**config.mk**
```make
export PLATFORM = sky130hd
export DESIGN_NAME = dvp_pattern_tx
export DESIGN_NICKNAME = d
export VERILOG_FILES = /design/src/rtl/dvp_tx_pkg.sv /design/src/rtl/dvp_pattern_gen.sv /design/src/rtl/dvp_pattern_tx.sv
export SDC_FILE = /design/constraint.sdc
export NUM_CORES = 1
export LEC_CHECK = 0
export ABC_CLOCK_PERIOD_IN_PS = 2600
export CORE_ASPECT_RATIO = 1.25
export CORE_MARGIN = 2
export CORE_UTILIZATION = 40
export CTS_BUF_LIST = sky130_fd_sc_hd__clkbuf_4 sky130_fd_sc_hd__clkbuf_8
export DETAILED_ROUTE_END_ITERATION = 8
export GPL_TIMING_DRIVEN = 1
export SYNTH_ARGS = -nofsm -noshare
export SYNTH_HDL_FRONTEND = slang
export SYNTH_SLANG_ARGS = --single-unit
```
**constraint.sdc**
```tcl
create_clock -name sys_clk -period 2.6 [get_ports sys_clk]
set_clock_uncertainty 0.15 [all_clocks]
set_input_delay 0.39 -clock sys_clk [delete_from_list [all_inputs] [get_ports sys_clk]]
set_output_delay 0.39 -clock sys_clk [all_outputs]
set_load 0.02 [all_outputs]
```
**src/rtl/dvp_tx_pkg.sv**
```systemverilog
// dvp_tx_pkg
//   Shared definitions for the DVP pattern transmitter: the frame FSM state
//   type, the eight RGB565 colour-bar constants (left to right) and small
//   helpers used when sizing counters and picking bar colours.
//   Build option: DVP_TX_FRAME_TAG_EN (used by dvp_pattern_tx, not here).
package dvp_tx_pkg;

    typedef enum logic [2:0] {
        IDLE,
        VSYNC,
        VBACK,
        ACTIVE,
        HBLANK,
        VFRONT
    } dvp_state_e;

    localparam logic [15:0] BAR_WHITE   = 16'hFFFF;
    localparam logic [15:0] BAR_YELLOW  = 16'hFFE0;
    localparam logic [15:0] BAR_CYAN    = 16'h07FF;
    localparam logic [15:0] BAR_GREEN   = 16'h07E0;
    localparam logic [15:0] BAR_MAGENTA = 16'hF81F;
    localparam logic [15:0] BAR_RED     = 16'hF800;
    localparam logic [15:0] BAR_BLUE    = 16'h001F;
    localparam logic [15:0] BAR_BLACK   = 16'h0000;

    function automatic int unsigned max_u(input int unsigned a, input int unsigned b);
        return (a > b) ? a : b;
    endfunction

    function automatic logic [15:0] bar_colour(input logic [2:0] idx);
        case (idx)
            3'd0:    return BAR_WHITE;
            3'd1:    return BAR_YELLOW;
            3'd2:    return BAR_CYAN;
            3'd3:    return BAR_GREEN;
            3'd4:    return BAR_MAGENTA;
            3'd5:    return BAR_RED;
            3'd6:    return BAR_BLUE;
            default: return BAR_BLACK;
        endcase
    endfunction

endpackage

```
**src/rtl/dvp_pattern_gen.sv**
```systemverilog
// dvp_pattern_gen
//   Combinational RGB565 pixel generator.
//   Ports:
//     x           [15:0] in  : pixel column, from 0
//     y           [15:0] in  : line number, from 0
//     pattern_sel        in  : 0 = eight colour bars, 1 = ramp (x + y)
//     pixel       [15:0] out : RGB565 value for (x, y)
//   Bars are H_PIXEL/8 pixels wide; columns past the eighth bar are black.
module dvp_pattern_gen
    import dvp_tx_pkg::*;
#(
    parameter int unsigned H_PIXEL = 640
) (
    input  logic [15:0] x,
    input  logic [15:0] y,
    input  logic        pattern_sel,
    output logic [15:0] pixel
);

    localparam int unsigned BAR_W   = H_PIXEL / 8;
    localparam int unsigned BAR_END = 8 * BAR_W;
    // Divisor kept non-zero so narrow lines (no full bars) still elaborate.
    localparam int unsigned BAR_DIV = (BAR_W == 0) ? 1 : BAR_W;

    logic [2:0]  bar_idx;
    logic [15:0] bar_pix;

    always_comb begin
        bar_idx = '0;
        bar_pix = BAR_BLACK;
        if (32'(x) < BAR_END) begin
            bar_idx = 3'(32'(x) / BAR_DIV);
            bar_pix = bar_colour(bar_idx);
        end
        pixel = pattern_sel ? (x + y) : bar_pix;
    end

endmodule

```
**src/rtl/dvp_pattern_tx.sv**
```systemverilog
// dvp_pattern_tx
//   DVP (camera-style) test-pattern transmitter. Emits frames of RGB565
//   pixels, high byte first, one byte per clock.
//   Ports:
//     sys_clk          in  : clock, one DVP byte per cycle
//     sys_rst_n        in  : synchronous active-low reset
//     tx_en            in  : run request, honoured only at frame boundaries
//     pattern_sel      in  : 0 = colour bars, 1 = ramp; latched at VSYNC entry
//     dvp_vsync        out : frame sync, active high
//     dvp_href         out : line valid, active high
//     dvp_data   [7:0] out : pixel byte, 0 whenever dvp_href is low
//     busy             out : high from leaving IDLE until returning to IDLE
//     frame_done       out : one-cycle pulse on the last V_FRONT clock
//   Build option: DVP_TX_FRAME_TAG_EN replaces pixel (0,0) of each frame
//   with a 16-bit frame counter that advances on every frame_done.
module dvp_pattern_tx
    import dvp_tx_pkg::*;
#(
    parameter int unsigned H_PIXEL = 640,
    parameter int unsigned V_PIXEL = 480,
    parameter int unsigned H_BLANK = 160,
    parameter int unsigned VS_CLK  = 1600,
    parameter int unsigned V_BACK  = 800,
    parameter int unsigned V_FRONT = 800
) (
    input  logic       sys_clk,
    input  logic       sys_rst_n,
    input  logic       tx_en,
    input  logic       pattern_sel,
    output logic       dvp_vsync,
    output logic       dvp_href,
    output logic [7:0] dvp_data,
    output logic       busy,
    output logic       frame_done
);

    localparam int unsigned LINE_BYTES = 2 * H_PIXEL;
    localparam int unsigned CNT_MAX    = max_u(max_u(max_u(VS_CLK, V_BACK), max_u(V_FRONT, H_BLANK)),
                                               LINE_BYTES);
    localparam int unsigned CW         = $clog2(CNT_MAX + 1);
    localparam int unsigned LW         = $clog2(V_PIXEL + 1);

    localparam logic [CW-1:0] VS_LAST   = CW'(VS_CLK - 1);
    localparam logic [CW-1:0] VB_LAST   = CW'(V_BACK - 1);
    localparam logic [CW-1:0] LINE_LAST = CW'(LINE_BYTES - 1);
    localparam logic [CW-1:0] HB_LAST   = CW'(H_BLANK - 1);
    localparam logic [CW-1:0] VF_LAST   = CW'(V_FRONT - 1);
    localparam logic [CW-1:0] VF_PEN    = CW'((V_FRONT >= 2) ? V_FRONT - 2 : 0);

    dvp_state_e    state_q;
    logic [CW-1:0] cnt_q;   // clocks spent in the current state
    logic [CW-1:0] bx_q;    // index of the next byte to put on the line
    logic [LW-1:0] line_q;  // lines completed in this frame
    logic          pat_q;   // pattern chosen at VSYNC entry

    logic [15:0] gen_pixel;
    logic [15:0] pixel;
    logic [7:0]  byte_nxt;

    dvp_pattern_gen #(
        .H_PIXEL(H_PIXEL)
    ) u_gen (
        .x          (16'(bx_q >> 1)),
        .y          (16'(line_q)),
        .pattern_sel(pat_q),
        .pixel      (gen_pixel)
    );

`ifdef DVP_TX_FRAME_TAG_EN
    logic [15:0] tag_q;

    always_ff @(posedge sys_clk) begin
        if (!sys_rst_n) begin
            tag_q <= '0;
        end else if (frame_done) begin
            tag_q <= tag_q + 16'd1;
        end
    end

    assign pixel = (((bx_q >> 1) == '0) && (line_q == '0)) ? tag_q : gen_pixel;
`else
    assign pixel = gen_pixel;
`endif

    assign byte_nxt = bx_q[0] ? pixel[7:0] : pixel[15:8];

    // Outputs are loaded on the same edge as the state they belong to, so
    // vsync/href/data always line up with state_q. bx_q points one byte ahead
    // of what is on dvp_data, which lets the byte be registered without a
    // separate next-state decode.
    always_ff @(posedge sys_clk) begin
        if (!sys_rst_n) begin
            state_q    <= IDLE;
            cnt_q      <= '0;
            bx_q       <= '0;
            line_q     <= '0;
            pat_q      <= 1'b0;
            dvp_vsync  <= 1'b0;
            dvp_href   <= 1'b0;
            dvp_data   <= '0;
            busy       <= 1'b0;
            frame_done <= 1'b0;
        end else begin
            frame_done <= 1'b0;
            case (state_q)
                IDLE: begin
                    if (tx_en) begin
                        state_q   <= VSYNC;
                        cnt_q     <= '0;
                        bx_q      <= '0;
                        line_q    <= '0;
                        pat_q     <= pattern_sel;
                        dvp_vsync <= 1'b1;
                        busy      <= 1'b1;
                    end
                end
                VSYNC: begin
                    if (cnt_q == VS_LAST) begin
                        state_q   <= VBACK;
                        cnt_q     <= '0;
                        dvp_vsync <= 1'b0;
                    end else begin
                        cnt_q <= cnt_q + CW'(1);
                    end
                end
                VBACK: begin
                    if (cnt_q == VB_LAST) begin
                        state_q  <= ACTIVE;
                        cnt_q    <= '0;
                        dvp_href <= 1'b1;
                        dvp_data <= byte_nxt;
                        bx_q     <= bx_q + CW'(1);
                    end else begin
                        cnt_q <= cnt_q + CW'(1);
                    end
                end
                ACTIVE: begin
                    if (cnt_q == LINE_LAST) begin
                        state_q  <= HBLANK;
                        cnt_q    <= '0;
                        dvp_href <= 1'b0;
                        dvp_data <= '0;
                        bx_q     <= '0;
                        line_q   <= line_q + LW'(1);
                    end else begin
                        cnt_q    <= cnt_q + CW'(1);
                        dvp_data <= byte_nxt;
                        bx_q     <= bx_q + CW'(1);
                    end
                end
                HBLANK: begin
                    if (cnt_q == HB_LAST) begin
                        cnt_q <= '0;
                        if (line_q < LW'(V_PIXEL)) begin
                            state_q  <= ACTIVE;
                            dvp_href <= 1'b1;
                            dvp_data <= byte_nxt;
                            bx_q     <= bx_q + CW'(1);
                        end else begin
                            state_q    <= VFRONT;
                            frame_done <= (V_FRONT == 1);
                        end
                    end else begin
                        cnt_q <= cnt_q + CW'(1);
                    end
                end
                VFRONT: begin
                    if (cnt_q == VF_LAST) begin
                        cnt_q <= '0;
                        if (tx_en) begin
                            state_q   <= VSYNC;
                            bx_q      <= '0;
                            line_q    <= '0;
                            pat_q     <= pattern_sel;
                            dvp_vsync <= 1'b1;
                        end else begin
                            state_q <= IDLE;
                            busy    <= 1'b0;
                        end
                    end else begin
                        cnt_q      <= cnt_q + CW'(1);
                        frame_done <= (cnt_q == VF_PEN);
                    end
                end
                default: begin
                    state_q <= IDLE;
                    busy    <= 1'b0;
                end
            endcase
        end
    end

endmodule

```
==> metrics.txt <==
DP Wirelength approximately 6.2 mm; Final Util 0.490; CTS tree done; leakage about 0.0014 uW; share of layout cells above drive strength 1 0.139; Yosys cell types 66; CORE AREA around 7400 um2; vias 2,906; Worst Tran Pin Value ~540 ps; area of placed instances approximately 3500 um2; sequential area share after synthesis 0.304; Hold Buf Count CTS 0; GPL Wtd Cong roughly 0.82; commonest cells after routing, fill and taps aside dfxtp_1 (47), nor2_1 (46), buf_4 (31); clock period minus worst slack ~2500 ps; final setup fails 0; CTS Buf Count 5; port buffer count 15; CP max stage cell maj3_1; Post-Synthesis Mean Instance Area 8.13 um2; Worst-path clk slew about 90 ps; VDD IR max around 0.41 mV; worst skew pair latency 310 ps; Top FF cell, synth dfxtp_1; nets@finish between 400 and 500; Max Clk Rate around 400 MHz; Detail Route Antenna Nets 0; clk root buf clkbuf_8; first drt pass iteration count 4; CP startpoint kind flip-flop; Worst Setup Path Type flip-flop to flip-flop; Post-Syn Instances 381; initial antenna violation count 0; register bit total from synthesis 47; diode count 0; H-Tree Depth 2; Post-Syn Area 3100 um2; vias in the first global route 2,789; Die Height 102 um; Vias/cell ~5.7; RSZ-0062 raised after global routing yes; Crit path largest cell delay 370 ps; Die Span X a little over 80 um; setup_tns 0 ps; WL per Instance 15.7 um; GRT Total Usage 0.201; Site Rows 35; design area 3640 um2; CP Max Fanout 3; final period utilization 0.967; asr flop ratio synth 0; CTS sink cnt between 40 and 50; Routed Wire Length 7.98 mm; die footprint between 8000 and 9000 um2; I/O pin count 16; worst path cell trace or2_2, ha_1, nor2b_1, o21ai_0, a211o_1, maj3_1, o311a_1, o22ai_1; P&R area growth vs syn 17.6%; largest net degree at the start of global routing 16; Critical Path RT 2690 ps; max_cap viols 0; PD cells between 600 and 700 nW/um2; Clock Tree Buf Depth 2; initial DRC count approximately 120; Initial Util 0.416; final slew viol count 0; Net Count, Synth 400; Post-synth EDFFs 0; Hold Fails Final Rpt 0; Largest delay share family, worst path compound AO/OA/AOI/OAI gates; relative slew slack 0.637; DR DRC count 0; Hold Path Class flip-flop to flip-flop; status finished, final reports clean; CP endpoint kind flip-flop; gr ovfl total 0; Yosys warnings 0; data arrival time of the worst path 2600 ps; commonest non-fill, non-tap cell in the layout dfxtp_1; first-pass GRT wire length between 10 and 15 mm; Bufs and invs on worst path 0
[flip-flops by register name, summed over array words and instances, names as in the netlist]
name and cells:
frame_done 1, pat_q 1, state_q 3, line_q 9, dvp_href 1, busy 1
dvp_vsync 1, bx_q 11, cnt_q 11, dvp_data 8
[Yosys cell counts (5+ instances only)]
cell | instances | share of area
dfxtp_1 | 47 | 0.30
nor2_1 | 46 | 0.056
nand2_1 | 30 | 0.036
a21oi_1 | 21 | 0.034
nand3_1 | 17 | 0.027
o21ai_0 | 16 | 0.026
xnor2_1 | 15 | 0.042
xor2_1 | 15 | 0.042
clkbuf_1 | 14 | 0.017
ha_1 | 14 | 0.057
nand4_1 | 10 | 0.020
inv_1 | 9 | 0.011
nor3_1 | 8 | 0.013
nor2b_1 | 7 | 0.014
nor4_1 | 7 | 0.014
a21o_1 | 6 | 0.015
nand2b_1 | 5 | 0.010
[routing by layer]
layer  routed length (um)  part of all wire  up-vias  global-route usage
met3                  127             0.016        9              0.0274
met1                 3470              0.44     1383               0.225
li1                     -                 -     1484                   -
met4                  118             0.015        0              0.0618
met5                    0                 0        -                   0
met2                 4260              0.53       30               0.385
[tightest hold or removal path, stage by stage, from the launching register on]
cell and delay, ps:
dfxtp_1 320, nand2_1 50, o21ai_1 50
[report_power, final]
part	switching (uW)	internal [uW]	leakage, uW	total, uW
logic	564	435	0.000972	999
clock network	251	209	0.0000470	460
registers	101	788	0.000380	889
[final cells by class]
class	instances	area, um2
Timing Repair Buffer	46	383
Clock inverter	1	5.00
Clock buffer	6	82.6
Fill cell	748	3800
Tap cell	92	115
Sequential cell	47	941
Inverter	10	37.5
Multi-Input combinational cell	307	2080
[per-stage QoR]
| step | total power, uW | hold slack, ps | instances | worst slack [ps] |
|---|---|---|---|---|
| final | 2350 | 302 | 509 | 85.7 |
| after global routing | 2520 | 343 | 509 | -0.0480 |
| after CTS | 2330 | 306 | 508 | 32.8 |
| after detailed placement | 1870 | 293 | 501 | 48.3 |
| after global placement | 1860 | 288 | 501 | 84.5 |
| after floorplan | 1520 | 325 | 381 | 18.7 |
[cell families (layout without fill, tap and decap cells)]
logic type / Yosys count / count (layout) / share of synthesized area
simple gates: 164 / 164 / 0.281
compound gates: 95 / 95 / 0.222
flops: 47 / 47 / 0.304
xor+xnor: 30 / 30 / 0.0848
buf+inv: 27 / 63 / 0.0359
fa+ha+maj: 16 / 16 / 0.0662
mux: 2 / 2 / 0.00646
[what timing repair did]
action,4_1_cts,5_1_grt
gates resized for setup,0,8
hold endpoints to repair,0,0
setup endpoints to repair,0,26
setup buffers,0,1
[path summary, 6_finish.rpt]
check	startpoint	to	slack, ps	cells past startpoint
worst max-delay path	bx_q[8]	dvp_data[2]	90	8
worst max register to register	bx_q[8]	dvp_data[2]	90	8
worst min register to register	dvp_data[6]	dvp_data[6]	300	2
worst min-delay path	dvp_data[6]	dvp_data[6]	300	2
No activity file was read; power rests on OpenSTA's default activity.
